### src/rtl/id_ex_stage.sv
// rtl/id_ex_stage.sv - ID/EX pipeline register with WB bypass and load-use bubbling
// Optional stats counters (bubble_cnt, flush_cnt) are enabled by defining ID_EX_STATS_EN.
module id_ex_stage #(
    parameter int XLEN   = 32,
    parameter int CTRL_W = 12
) (
    input  logic              clk,
    input  logic              reset,
    input  logic              id_valid,
    input  logic [XLEN-1:0]   id_pc,
    input  logic [4:0]        id_rs1,
    input  logic [4:0]        id_rs2,
    input  logic              id_uses_rs1,
    input  logic              id_uses_rs2,
    input  logic [XLEN-1:0]   id_rdata1,
    input  logic [XLEN-1:0]   id_rdata2,
    input  logic [XLEN-1:0]   id_imm,
    input  logic [4:0]        id_rd,
    input  logic              id_rd_we,
    input  logic              id_is_load,
    input  logic [CTRL_W-1:0] id_ctrl,
    input  logic              wb_we,
    input  logic [4:0]        wb_addr,
    input  logic [XLEN-1:0]   wb_data,
    input  logic              ex_flush,
    input  logic              ex_hold,
    output logic              stall_id,
    output logic              ex_valid,
    output logic              ex_rd_we,
    output logic              ex_is_load,
    output logic [XLEN-1:0]   ex_pc,
    output logic [XLEN-1:0]   ex_a,
    output logic [XLEN-1:0]   ex_b,
    output logic [XLEN-1:0]   ex_imm,
    output logic [4:0]        ex_rs1,
    output logic [4:0]        ex_rs2,
    output logic [4:0]        ex_rd,
    output logic [CTRL_W-1:0] ex_ctrl
`ifdef ID_EX_STATS_EN
    ,
    output logic [31:0]       bubble_cnt,
    output logic [31:0]       flush_cnt
`endif
);

    logic [XLEN-1:0] byp_a;
    logic [XLEN-1:0] byp_b;
    logic            haz;
    logic            rs1_hit;
    logic            rs2_hit;

    // Register file writes at the edge, so ID must see the WB value this cycle.
    assign byp_a = (wb_we && wb_addr != 5'd0 && wb_addr == id_rs1) ? wb_data : id_rdata1;
    assign byp_b = (wb_we && wb_addr != 5'd0 && wb_addr == id_rs2) ? wb_data : id_rdata2;

    assign rs1_hit  = id_uses_rs1 && (id_rs1 == ex_rd);
    assign rs2_hit  = id_uses_rs2 && (id_rs2 == ex_rd);
    assign haz      = id_valid && ex_valid && ex_is_load && ex_rd_we && (ex_rd != 5'd0)
                      && (rs1_hit || rs2_hit);
    assign stall_id = !ex_flush && (ex_hold || haz);

    always_ff @(posedge clk) begin
        if (reset) begin
            ex_valid   <= 1'b0;
            ex_rd_we   <= 1'b0;
            ex_is_load <= 1'b0;
            ex_pc      <= '0;
            ex_a       <= '0;
            ex_b       <= '0;
            ex_imm     <= '0;
            ex_rs1     <= '0;
            ex_rs2     <= '0;
            ex_rd      <= '0;
            ex_ctrl    <= '0;
        end else if (ex_flush || (!ex_hold && haz)) begin
            // Bubble: only the qualifying fields clear; datapath fields keep their value.
            ex_valid   <= 1'b0;
            ex_rd_we   <= 1'b0;
            ex_is_load <= 1'b0;
            ex_ctrl    <= '0;
        end else if (!ex_hold) begin
            ex_valid   <= id_valid;
            ex_rd_we   <= id_valid && id_rd_we;
            ex_is_load <= id_valid && id_is_load;
            ex_ctrl    <= id_valid ? id_ctrl : '0;
            ex_pc      <= id_pc;
            ex_a       <= byp_a;
            ex_b       <= byp_b;
            ex_imm     <= id_imm;
            ex_rs1     <= id_rs1;
            ex_rs2     <= id_rs2;
            ex_rd      <= id_rd;
        end
    end

`ifdef ID_EX_STATS_EN
    always_ff @(posedge clk) begin
        if (reset) begin
            bubble_cnt <= '0;
            flush_cnt  <= '0;
        end else begin
            if (ex_flush)
                flush_cnt <= flush_cnt + 32'd1;
            else if (!ex_hold && haz)
                bubble_cnt <= bubble_cnt + 32'd1;
        end
    end
`endif

endmodule
### config.mk
export PLATFORM = sky130hd
export DESIGN_NAME = id_ex_stage
export DESIGN_NICKNAME = d
export VERILOG_FILES = /design/src/rtl/id_ex_stage.sv
export SDC_FILE = /design/constraint.sdc
export NUM_CORES = 1
export LEC_CHECK = 0
export CORE_MARGIN = 1
export CORE_UTILIZATION = 30
export DETAILED_ROUTE_END_ITERATION = 10
export DONT_BUFFER_PORTS = 1
export PLACE_DENSITY = 0.5
export SLEW_MARGIN = 40
export SYNTH_ARGS = -nofsm -noshare
export SYNTH_HDL_FRONTEND = slang
export SYNTH_SLANG_ARGS = --single-unit
### constraint.sdc
create_clock -name clk -period 4.5 [get_ports clk]
set_clock_uncertainty 0.2 [all_clocks]
set_input_delay 1.125 -clock clk [delete_from_list [all_inputs] [get_ports clk]]
set_output_delay 1.125 -clock clk [all_outputs]
set_load 0.02 [all_outputs]
After elaboration in Yosys (flattened, before gate mapping)
Index checks and enable logic that the tools add are counted.

operators by class
  mux-type cells = 3
  $lt $le $gt $ge = 0
  $mul = 0
  shifts and indexed selects = 0
  reductions and logical operators = 23
  equality and inequality tests = 4
  divide/modulo/power cells = 0
  bitwise operators = 2
  add/sub/neg operators = 0

operators by type and width
  operator           number
  $mux 32            2
  $eq 5x5->1         4
  $logic_and 1x1->1  14
  $mux 12            1
  $reduce_bool 5->1  2
  $logic_or 1x1->1   3
  $logic_not 1->1    2
  $not 1->1          2
  $reduce_and 2->1   1
  $reduce_or 2->1    1

storage, ports and cells
  output and inout bits = 159
  memory bits (read-only) = 0
  logic and storage cells = 43
  latch bits = 0
  register bits after elaboration = 158
  memory bits (writable) = 0
  bits of input ports = 202
  memories kept = 0

Logic depth before layout (Yosys ltp)
Gate-level depths: netlist of the first run.

  word-level depth = 9
  depth in mapped cells = 8
  mapped depth without buffers = 5

Worst setup path after synthesis of the first run
OpenSTA, ideal clock, no wires.

  kind = in2out
  start = in id_rs1[0]
  end = out stall_id
  stages on the path = 6
  path slack = 783 ps
  buffers on the path = 1
  arrival time = 2,392 ps
  required time = 3,175 ps
  path through = xnor2_1 -> and2_0 -> a32oi_2 -> clkbuf_1 -> nor2_1 -> o21ba_2

on the way
  cells in the longest elaborated chain, start to end = 6

ends and longest elaborated chain
  item               RTL line  source
  from (decl)        11        input logic [4:0] id_rs1,
  $eq 5x5->1         56        assign rs1_hit = id_uses_rs1 && (id_rs1 == ex_rd);
  $logic_and 1x1->1  56
  $logic_or 1x1->1   59        && (rs1_hit || rs2_hit);
  $logic_and 1x1->1  59
  $logic_or 1x1->1   60        assign stall_id = !ex_flush && (ex_hold || haz);
  $logic_and 1x1->1  60
  to (decl)          27        output logic stall_id,

Every way passes these cells.

Worst setup path after layout of the first run
  start = reg ex_rd[0]
  end = out stall_id

on the way
  cells in the longest elaborated chain, start to end = 6
  elaborated cells between the ends (all ways) = 10
  classes of those cells = eq/ne (2); reduce/logical (8)

ends and longest elaborated chain
  item                                         RTL line  source
  from (decl)                                  37        output logic [4:0] ex_rd,
  from (signal assigned)                       92        ex_rd <= id_rd;
  $eq 5x5->1, on equally long branches         56, 57
  $logic_and 1x1->1, on equally long branches  56, 57
  $logic_or 1x1->1                             59
  $logic_and 1x1->1 *                          59
  $logic_or 1x1->1 *                           60
  $logic_and 1x1->1 *                          60

Mark *: on every way between the ends. The rest lies on a longest branch, timed or not.

==> results of run 1 <==
## critical path, stage by stage (launching register included)
cell,delay [ns]
dfxtp_1,0.44
or4_1,0.68
o21ai_4,0.53
nor2_1,0.11
o21ba_2,0.27
## sequential cells by signal (all words and copies together) (netlist names)
register	cells
ex_a	32
ex_pc	32
ex_rs2	5
ex_imm	32
ex_rd	5
ex_b	32
ex_ctrl	12
ex_rs1	5
ex_is_load	1
ex_valid	1
ex_rd_we	1
## logic make-up (layout without fill, tap and decap cells)
family / after synthesis / in the layout
AOI/OAI and AO/OA: 102 / 102
muxes: 143 / 143
and+or+nand+nor: 188 / 188
xor gates and xnor gates: 20 / 20
DFF: 158 / 158
buffers and inverters: 52 / 39
## power groups by stage
stage	clock network, mW	logic, mW	registers [mW]
2_1_floorplan	0	0.201	1.62
3_3_place_gp	0	0.211	1.64
3_5_place_dp	0	0.221	1.64
4_1_cts	1.48	0.220	1.61
5_1_grt	1.54	0.238	1.61
6_report	1.42	0.216	1.60
## worst min path at each step
stage                              from                  endpoint  slack (ns)  depth (start not counted)
2_1_floorplan  ex_ctrl[11]$_SDFFE_PP0N_  ex_ctrl[11]$_SDFFE_PP0N_        0.33                          2
3_3_place_gp    ex_ctrl[2]$_SDFFE_PP0N_   ex_ctrl[2]$_SDFFE_PP0N_        0.35                          2
3_5_place_dp    ex_ctrl[2]$_SDFFE_PP0N_   ex_ctrl[2]$_SDFFE_PP0N_        0.36                          2
4_1_cts         ex_ctrl[2]$_SDFFE_PP0N_   ex_ctrl[2]$_SDFFE_PP0N_        0.36                          2
5_1_grt           ex_a[17]$_SDFFE_PP0P_     ex_a[17]$_SDFFE_PP0P_        0.38                          1
6_report        ex_ctrl[5]$_SDFFE_PP0N_   ex_ctrl[5]$_SDFFE_PP0N_        0.36                          2
## layer usage
| metal | vias up | global-route usage [%] | share of wire (%) |
|---|---|---|---|
| met5 | - | 0 | 0 |
| met4 | 0 | 4.48 | 0.98 |
| met3 | 12 | 8.66 | 12 |
| met2 | 235 | 27.4 | 49 |
| met1 | 2203 | 15.7 | 38 |
| li1 | 2276 | - | - |
## layout by cell type (no fill, tap or decap), types with 2 or more instances in the layout
master	count
nor2_1	3
xor2_1	12
nor4_4	2
clkinv_4	3
o211ai_1	14
nand2b_1	158
inv_6	4
a21oi_1	15
xnor2_1	8
clkinvlp_4	3
buf_4	6
clkbuf_8	2
nand3_1	2
o2bb2ai_1	64
o21ai_4	2
dfxtp_1	158
or4_1	2
o21ai_0	2
clkbuf_16	17
mux2i_1	143
nand2_1	15
nor4_1	2
## per-stage QoR
step	std cells	hold slack, ns	utilization, %
floorplan	663	0.330	-
global placement	931	0.352	31.8
detailed placement	931	0.355	31.8
CTS	963	0.365	34.4
global route	963	0.378	34.4
finish	963	0.364	34.4
## cell type report
class,count,area share [%]
Sequential cell,158,40.4
Tap cell,313,5.00
Clock inverter,12,1.60
Timing Repair Buffer,7,0.831
Clock buffer,20,5.83
Multi-Input combinational cell,453,46.3
==> flow_metrics.tcl, run 1 <==
set metrics [dict create \
    status "completed" \
    setup.worst_path.start_class "flip-flop" \
    cts_htree_levels 4 \
    cts_tree "built" \
    post_synthesis_adder_cell_area_fraction_pct 0 \
    power_leakage_nw 2.58 \
    post_cts.repair.setup_buffers 0 \
    floorplan.rows 55 \
    drive_above_1_share_pct 7.38 \
    synth_simple_gate_area_share_pct 16.4 \
    max_cap_viol_count 0 \
    synth_cells 663 \
    synth.distinct_cells 32 \
    routed_wirelength_um 19200 \
    internal_power_mw 2.38 \
    share_seq_of_total_power_pct 49.6 \
    drt-vias-per-instance 4.91 \
    core_area_mm2 0.0228 \
    synth.avg_cell_area_um2 10.6 \
    clock_transition_at_the_registers_of_the_reported_paths_ns 0.06 \
    clkLatencyLatePin_ns 0.41 \
    cts_hold_buffers 0 \
    number_of_input_and_output_port_buffers_inserted 0 \
    relSlewSlack_pct 51.5 \
    synth_ff_type "dfxtp_1" \
    worst_r2r_startpoint "ex_rd[0]$_SDFFE_PP0P_" \
    preCtsSetupSlack_ns 0.955 \
    worst_ep_required_time_ns 3.17 \
    ff2ff_path_depth 5 \
    final_min_period_over_clock_period_pct 83.7 \
    power.net_switching_uw 852 \
    fill_cells 2299 \
    post_cts_resized 0 \
    period_minus_slack_ns 3.77 \
    die_w_um 155 \
    synth_seq_cells 158 \
    netlist_top_cells_area "dfxtp_1 (45%), mux2i_1 (20%), nand2b_1 (14%), o2bb2ai_1 (8.0%), o211ai_1 (1.5%)" \
    pin_count 361 \
    fin_area_mm2 0.00783 \
    cts_num_sinks 158 \
    ys_top_cells_by_count "dfxtp_1 (158), nand2b_1 (158), mux2i_1 (143)" \
    synth_top_family_by_area "multiplexers" \
    netSwitchingFraction_pct 26.3 \
    cts_root_buf "clkbuf_16" \
    detailedPlacementHpwl_um 14200 \
    first_global_vias 4884 \
    dpl-instance-area_mm2 0.00724 \
    timing.setup.tns_ns 0 \
    num-nets-final 839 \
    number_of_search_and_repair_iterations_in_the_first_detailed_routing_pass 4 \
    maximum_clock_path_buffer_count 2 \
    post_synth_xor_area_fraction_pct 2.50 \
    grt_residual_overflow 0 \
    number_of_antenna_violations_at_the_first_check_in_global_routing 0 \
    synth_enable_flop_cells 0 \
    start_util_pct 30.7 \
    largest_net_degree_at_the_start_of_global_routing 162 \
    rsz0062_at_grt "false" \
    crit_start "ex_rd[0]$_SDFFE_PP0P_" \
    final-hold-violation-count 0 \
    worst_ep_arrival_time_ns 2.44 \
    worst-slew-pin-transition_ns 0.727 \
    insertedDiodeCount 0 \
    max_freq_mhz 266 \
    number_of_buffers_created_by_cts 17 \
    peakVddDrop_uv 195 \
    grt_first_pass_wirelength_um 28300 \
    async_flop_share_pct 0 \
    final_max_slew_viol_count 0 \
    synth.net_count 865 \
    post_synth_instance_area_mm2 0.00700 \
    ys_warnings 0 \
    drc_errors 0 \
    synth_compound_gate_area_share_pct 11.8 \
    chipHeight_um 155 \
    timing.critical_path.to "stall_id" \
    area.sequential_mm2 0.00316 \
    cellPowerDensity_mw_per_mm2 413 \
    global_route.usage.total_pct 15.6 \
    clockPowerShare_pct 43.7 \
    total_power_mw 3.24 \
    synthMuxAreaShare_pct 20.5 \
    hold_path.class "flip-flop to flip-flop" \
    critPathCaptureType "output port" \
    floorplan.die_area_mm2 0.0239 \
    path_type_of_the_worst_setup_path "flip-flop to output port" \
    comb_power_share_pct 6.7 \
    path_max_fanout 19 \
    dr_wl_cell_um 19.9 \
    worst_r2r_endpoint "ex_pc[26]$_SDFFE_PP0P_" \
    ant_nets 0 \
    yosys.area.top_type_share_pct 45.2 \
    worst_slack_ns 0.735 \
    gp_routability_congestion 0.749 \
    area_used_by_multi_input_combinational_logic_mm2 0.00363 \
    timing.final.setup_violations 0 \
    yosysSeqAreaShare_pct 45.2 \
    synth_largest_area_cell "dfxtp_1" \
    dr.first_iter.drc_count 248 \
    via_count 4726 \
    relative_area_change_from_synthesis_to_final_layout_pct 11.8 \
    r2r_slack_ns 1.35 \
]
(Power assumes the default switching activity.)
==> run 2, diff against run 1 <==
--- a/config.mk
+++ b/config.mk
@@ -9,7 +9,7 @@
 export CORE_UTILIZATION = 30
 export DETAILED_ROUTE_END_ITERATION = 10
 export DONT_BUFFER_PORTS = 1
-export PLACE_DENSITY = 0.5
+export PLACE_DENSITY = 0.51
 export SLEW_MARGIN = 40
 export SYNTH_ARGS = -nofsm -noshare
 export SYNTH_HDL_FRONTEND = slang
==> constraint.sdc (replaced) <==
create_clock -name clk -period 3.4 [get_ports clk]
set_clock_uncertainty 0.2 [all_clocks]
set_input_delay 0.85 -clock clk [delete_from_list [all_inputs] [get_ports clk]]
set_output_delay 0.85 -clock clk [all_outputs]
set_load 0.02 [all_outputs]
==> flow_metrics.tcl, run 2 (same netlist as run 1, synthesis figures left out) <==
set metrics [dict create \
    hold_path.class "input pin to flip-flop" \
    use_met2_pct 27.9 \
    via_count 4820 \
    grt_first_pass_wirelength_um 29500 \
    status "completed" \
    worst-slew-pin-transition_ns 0.609 \
    clock_transition_at_the_registers_of_the_reported_paths_ns 0.07 \
    dr.first_iter.drc_count 250 \
    worst_ep_arrival_time_ns 2.15 \
    chipHeight_um 155 \
    die_w_um 155 \
    max_freq_mhz 312 \
    gp_routability_congestion 0.799 \
    relSlewSlack_pct 59.4 \
    worst_ep_required_time_ns 2.35 \
    number_of_antenna_violations_at_the_first_check_in_global_routing 0 \
    cts_num_sinks 158 \
    drive_above_1_share_pct 8.10 \
    ant_nets 0 \
    grt_most_used_layer "met2" \
    power_leakage_nw 2.63 \
    num-nets-final 843 \
    cts_root_buf "clkbuf_16" \
    critPathCaptureType "output port" \
    largest_net_degree_at_the_start_of_global_routing 162 \
    number_of_search_and_repair_iterations_in_the_first_detailed_routing_pass 4 \
    layout_common_cells "nand2b_1 (158), dfxtp_1 (158), mux2i_1 (143)" \
    cts_hold_buffers 0 \
    floorplan.die_area_mm2 0.0239 \
    setup.worst_path.start_class "flip-flop" \
    fin_area_mm2 0.00790 \
    number_of_buffers_created_by_cts 17 \
    use_met3_pct 8.43 \
    path_type_of_the_worst_setup_path "flip-flop to output port" \
    dr_wl_cell_um 21.1 \
    drt-vias-per-instance 4.98 \
    insertedDiodeCount 0 \
    floorplan.rows 55 \
    cts_htree_levels 4 \
    clkLatencyLatePin_ns 0.42 \
    first_global_vias 4826 \
    final_max_slew_viol_count 0 \
    timing.final.setup_violations 0 \
    rsz0062_at_grt "false" \
    global_route.usage.total_pct 16.3 \
    maximum_clock_path_buffer_count 2 \
    final_min_period_over_clock_period_pct 94.2 \
    cellPowerDensity_mw_per_mm2 553 \
    start_util_pct 30.7 \
    pin_count 361 \
    detailedPlacementHpwl_um 15000 \
    dpl-instance-area_mm2 0.00730 \
    drc_errors 0 \
    final-hold-violation-count 0 \
    routed_wirelength_um 20400 \
    core_area_mm2 0.0228 \
    grt_residual_overflow 0 \
    grt_use_met1_pct 17.3 \
    number_of_input_and_output_port_buffers_inserted 0 \
    timing.setup.tns_ns 0 \
    period_minus_slack_ns 3.20 \
    max_cap_viol_count 0 \
    cts_tree "built" \
    path_max_fanout 5 \
    relative_area_change_from_synthesis_to_final_layout_pct 12.9 \
    peakVddDrop_uv 241 \
]
==> run 2: cell types whose count changed in the layout (fill, tap and decap cells not counted) <==
cell	delta
buf_12	+3
buf_4	+1
clkbuf_8	-1
clkinv_4	-1
clkinvlp_4	-3
inv_6	+2
inv_8	+3
nor4_1	-1
nor4_2	+1
o21ai_2	+1
o21ai_4	-1
==> run 2: metal layers <==
layer / up-vias / share of wire [%]
met5: - / 0
met4: 0 / 1.6
met3: 16 / 11
met2: 246 / 48
met1: 2283 / 38
li1: 2275 / -
==> run 2: power breakdown <==
group,switching [mW],internal [mW],leakage (nW)
Sequential,0.185,1.94,1.29
Clock,0.878,1.07,0.292
Combinational,0.145,0.155,1.05
Total,1.21,3.16,2.63
==> run 2: layout make-up <==
type	count	area (um^2)
tap	313	392
fill	2268	14900
sequential	158	3160
clock buffer	19	443
clock inverter	13	145
multi-input combinational	453	3620
timing repair buffer	11	133
==> run 2: final timing paths <==
path | depth (start not counted) | to | from | slack, ns
setup / recovery | 5 | stall_id | ex_rd[3]$_SDFFE_PP0P_ | 0.20
hold / removal | 2 | ex_ctrl[1]$_SDFFE_PP0N_ | ex_hold | 0.36
setup reg to reg | 6 | ex_pc[7]$_SDFFE_PP0P_ | ex_rd[1]$_SDFFE_PP0P_ | 0.51
hold reg to reg | 1 | ex_a[11]$_SDFFE_PP0P_ | ex_a[11]$_SDFFE_PP0P_ | 0.37
==> run 2: metrics by stage <==
| stage | setup slack [ns] | total power, mW | std cells | hold slack (ns) | util, % |
|---|---|---|---|---|---|
| 5_1_grt | 0.0294 | 4.55 | 967 | 0.339 | 34.7 |
| 4_1_cts | 0.130 | 4.44 | 967 | 0.340 | 34.7 |
| 2_1_floorplan | 0.233 | 2.40 | 663 | 0.330 | - |
| 3_3_place_gp | 0.113 | 2.46 | 934 | 0.354 | 32.0 |
| 6_report | 0.199 | 4.37 | 967 | 0.363 | 34.7 |
| 3_5_place_dp | 0.198 | 2.47 | 935 | 0.358 | 32.1 |
==> run 2: repair_timing <==
item | CTS | global route
endpoints found under the setup margin | 1 | 0
gates resized for setup | 1 | 0
setup buffers | 0 | 0
==> run 2: critical path, cell delays in order (launching register included) <==
cell and delay (ns):
dfxtp_1 0.64, xor2_1 0.14, nor4_1 0.39, a32oi_2 0.22
nor2_1 0.13, o21ba_2 0.21
==> RTL change 1: new RTL, flow settings as in run 2 <==
`XLEN`: 32 -> 16.
--- a/src/rtl/id_ex_stage.sv
+++ b/src/rtl/id_ex_stage.sv
@@ -1,7 +1,7 @@
 // rtl/id_ex_stage.sv - ID/EX pipeline register with WB bypass and load-use bubbling
 // Optional stats counters (bubble_cnt, flush_cnt) are enabled by defining ID_EX_STATS_EN.
 module id_ex_stage #(
-    parameter int XLEN   = 32,
+    parameter int XLEN   = 16,
     parameter int CTRL_W = 12
 ) (
     input  logic              clk,
Interface: changed (9 resized); port bits go from 361 to 217. No check against the original RTL was run, so the function may have changed too.
==> RTL change 1 against run 2 <==
Final cell count shrank 35%; area after synthesis shrank 37%; first-iteration DRC count shrank 67%; sequential cell count shrank 64; final area shrank 38%; maximum frequency grew 6.2%; worst setup slack gained 0.19 ns; power shrank 42%; wire length shrank 44%.
==> RTL change 1: results (changes against run 2) <==
GLOBAL ROUTING
---------------------------------------------------------------------------
Total GRT Usage                                                       14.4%   was 16.3%
First-pass GRT wire length                                          16.4 mm   was 29.5 mm
Via count of the first global-routing pass                            2,999   was 4,826

PWR
---------------------------------------------------------------------------
Lkg Pwr                                                             1.62 nW   was 2.63 nW
Worst IR drop on VDD                                               0.204 mV   was 0.241 mV
Share of total power in the clock network                             43.0%   was 44.5%

CLOCK TREE
---------------------------------------------------------------------------
Post-cts sizing count                                                     0   was 1
Clock buffer count from CTS                                               9   was 17

CELLS AND AREA
---------------------------------------------------------------------------
Fraction of final layout cells sized beyond drive strength 1          8.35%   was 8.10%
Final-layout fill cell count                                          1,470   was 2,268

SYNTHESIS
---------------------------------------------------------------------------
Gate count of the mapped netlist                                        452   was 663
Sequential area share after synthesis                                 42.5%   was 45.2%
Post-synthesis net count                                                574   was 865
Post-synthesis cell type count                                           31   was 32
Multiplexer fraction of the synthesized cell area                     17.9%   was 20.5%
XOR/XNOR share of the synthesized area                                3.96%   was 2.50%
Leading cell types by count after synthesis                    94 x dfxtp_1, 94 x nand2b_1, 79 x mux2i_1, 32 x inv_1, 32 x o32ai_1   was 158 x dfxtp_1, 158 x nand2b_1, 143 x mux2i_1, 64 x o2bb2ai_1, 27 x clkbuf_1

OUTCOME
---------------------------------------------------------------------------
Run status                                                     finished clean   unchanged

DRT
---------------------------------------------------------------------------
Initial DRC count                                                        82   was 250
Total detailed-routing wirelength                                   11.3 mm   was 20.4 mm

CRITICAL PATH
---------------------------------------------------------------------------
Arrival time reported for the critical path endpoint                1.96 ns   was 2.15 ns
Critical R2R Launch                                            ex_rd[0]$_SDFFE_PP0P_   was ex_rd[1]$_SDFFE_PP0P_
CP peak stage delay                                                 0.58 ns   was 0.64 ns

PLACE
---------------------------------------------------------------------------
Cell count after placement                                              611   was 935

MIN PATH
---------------------------------------------------------------------------
Type of the tightest min-delay check                           flop to flop   was primary input to flop
End point of the most critical hold path                       ex_ctrl[8]$_SDFFE_PP0N_   was ex_ctrl[1]$_SDFFE_PP0N_

STA
---------------------------------------------------------------------------
Worst slew pin tran                                                0.632 ns   was 0.609 ns

RTL change 1: cell count changes after synthesis, sizes merged:
cell | before | now
buf | 25 | 12
clkbuf | 27 | 23
dfxtp | 158 | 94
inv | 0 | 32
mux2i | 143 | 79
nand2b | 158 | 94
o21bai | 1 | 0
o2bb2ai | 64 | 0
o31ai | 1 | 0
o32ai | 0 | 32
RTL change 1: per-stage QoR:
step           area [um^2]  power, mW  hold slack, ns
2_1_floorplan         4430       1.45           0.330
3_3_place_gp          4580       1.47           0.341
3_5_place_dp          4580       1.48           0.352
4_1_cts               4900       2.59           0.361
5_1_grt               4900       2.65           0.372
6_report              4900       2.54           0.359
RTL change 1: logic make-up after synthesis:
logic type | count (synthesis)
AND/OR/NAND/NOR | 124
flip-flops | 94
multiplexers | 79
AO/OA/AOI/OAI | 68
buffers and inverters | 67
XOR/XNOR | 20
RTL change 1: layer usage:
layer / global-route usage, % / wire length [um]
met4: 6.63 / 195
met1: 15.8 / 4430
met5: 0 / 0
met2: 23.7 / 5390
met3: 6.55 / 1300
RTL change 1: area by class of cell:
class                           instances  area share [%]
Multi-Input combinational cell        291            46.3
Sequential cell                        94            38.4
Clock buffer                           10            4.87
Tap cell                              184            4.70
Inverter                               32            2.45
Clock inverter                          6            1.74
Timing Repair Buffer                   10            1.53
RTL change 1: how the worst max path moves through the flow:
stage                                from       end  slack [ns]
global placement                id_rs1[3]  stall_id        0.49
detailed placement              id_rs2[3]  stall_id        0.46
finish              ex_rd[3]$_SDFFE_PP0P_  stall_id        0.39
global route        ex_rd[3]$_SDFFE_PP0P_  stall_id        0.28
floorplan                       id_rs1[0]  stall_id        0.32
CTS                 ex_rd[3]$_SDFFE_PP0P_  stall_id        0.34
==> RTL change 2: new RTL, config.mk and constraints of run 2 <==
Without the edit above. Build with the macro `ID_EX_STATS_EN` defined.
--- a/src/rtl/id_ex_stage.sv
+++ b/src/rtl/id_ex_stage.sv
@@ -1,5 +1,7 @@
 // rtl/id_ex_stage.sv - ID/EX pipeline register with WB bypass and load-use bubbling
 // Optional stats counters (bubble_cnt, flush_cnt) are enabled by defining ID_EX_STATS_EN.
+`define ID_EX_STATS_EN
+
 module id_ex_stage #(
     parameter int XLEN   = 32,
     parameter int CTRL_W = 12
Behaviour (old outputs only; new: bubble_cnt and flush_cnt): unchanged (equiv_simple and equiv_induct, registers matched by name and starting in step).
==> RTL change 2 against run 2 <==
Final area is 32% higher; clock power is 38% higher; sequential share of layout area is 2.5 points higher; critical endpoint unchanged; largest cell class is now sequential cells; sequential power is 37% higher; global-route usage is 0.077 points higher; power is 35% higher; wire length is 38% higher; sequential cell count is 64 higher; worst setup slack better by 0.0048 ns; largest power group unchanged; area after synthesis is 32% higher.
==> RTL change 2: results (changes against run 2) <==
CRITICAL PATH
--------------------------------------------------------------------
CP startpoint                                           ex_rd[0]$_SDFFE_PP0P_   was ex_rd[3]$_SDFFE_PP0P_
Critical R2R Launch                                     ex_rd_we$_SDFFE_PP0N_   was ex_rd[1]$_SDFFE_PP0P_
Endpoint of the worst register-to-register path         bubble_cnt[31]$_SDFFE_PP0P_   was ex_pc[7]$_SDFFE_PP0P_
Reg2Reg Setup Slack                                          0.77 ns   was 0.51 ns

CELLS AND AREA
--------------------------------------------------------------------
Number of nets in the layout                                   1,245   was 843
Area of combinational cells with multiple inputs        0.00444 mm^2   was 0.00362 mm^2
Fraction of area in non-clock buffers                          2.06%   was 1.68%
Non-Clock Buffer Count                                            22   was 11
Fraction of area in clock buffers and inverters                7.92%   was 7.44%
Count of clock-net buffers in the final layout                    37   was 19
Inverters, non-clock                                              10   was 0
Fraction of area in registers                                  42.5%   was 40.0%
Footprint of the flip-flops and latches                 0.00444 mm^2   was 0.00316 mm^2

SYNTHESIS
--------------------------------------------------------------------
Post-synthesis net count                                       1,266   was 865
Sequential area share after synthesis                          48.2%   was 45.2%
Post-synthesis adder-cell area fraction                       0.271%   was 0%
Multiplexer fraction of the synthesized cell area              7.28%   was 20.5%
Area fraction in compound gates after synthesis                12.7%   was 11.8%
Top cells by area in the synthesized netlist            dfxtp_1 48%, nand2_1 7.5%, mux2i_1 7.2%   was dfxtp_1 45%, mux2i_1 20%, nand2b_1 14%

GLOBAL ROUTING
--------------------------------------------------------------------
Via count of the first global-routing pass                     6,596   was 4,826
Largest net degree at the start of global routing                210   was 162
GR met2 Demand/Resource                                        28.6%   was 27.9%

CLOCK TREE
--------------------------------------------------------------------
H-tree level count                                                 1   was 4
Clock buffer count from CTS                                       26   was 17
CTS Buffer Depth                                                   3   was 2
Post-cts sizing count                                              0   was 1

MIN PATH
--------------------------------------------------------------------
Beginning of the worst hold path                               reset   was ex_hold
End point of the most critical hold path                bubble_cnt[29]$_SDFFE_PP0P_   was ex_ctrl[1]$_SDFFE_PP0N_
Hold-critical path depth                                           1   was 2

PLACE
--------------------------------------------------------------------
Minimum setup slack after placement                         0.511 ns   was 0.198 ns
Routability congestion estimate from global placement          0.796   was 0.799
Placed wire-length estimate                                  20.7 mm   was 15.0 mm

DRT
--------------------------------------------------------------------
Wire length on met1                                          10.9 mm   was 7.84 mm

PWR
--------------------------------------------------------------------
Lkg Pwr                                                      3.44 nW   was 2.63 nW

OUTCOME
--------------------------------------------------------------------
Run status                                              finished clean   unchanged

[RTL change 2: cell count changes in the layout (fill, tap and decap cells not counted), moves of 25 or more]
| cell | run 2 | this run |
|---|---|---|
| dfxtp_1 | 158 | 222 |
| a211oi_1 | 0 | 64 |
| nand2b_1 | 158 | 0 |
| mux2i_1 | 143 | 66 |
| a21oi_1 | 15 | 93 |
| nor2_1 | 3 | 145 |
| nand2_1 | 15 | 185 |
| xnor2_1 | 8 | 39 |
| nand4_1 | 0 | 25 |
| o2bb2ai_1 | 64 | 0 |
[RTL change 2: power groups by stage]
| stage | logic [mW] | clock network, mW | registers [mW] |
|---|---|---|---|
| global route | 0.337 | 2.89 | 2.92 |
| detailed placement | 0.303 | 0 | 2.97 |
| floorplan | 0.275 | 0 | 2.93 |
| global placement | 0.296 | 0 | 2.97 |
| CTS | 0.303 | 2.77 | 2.91 |
| finish | 0.298 | 2.69 | 2.91 |
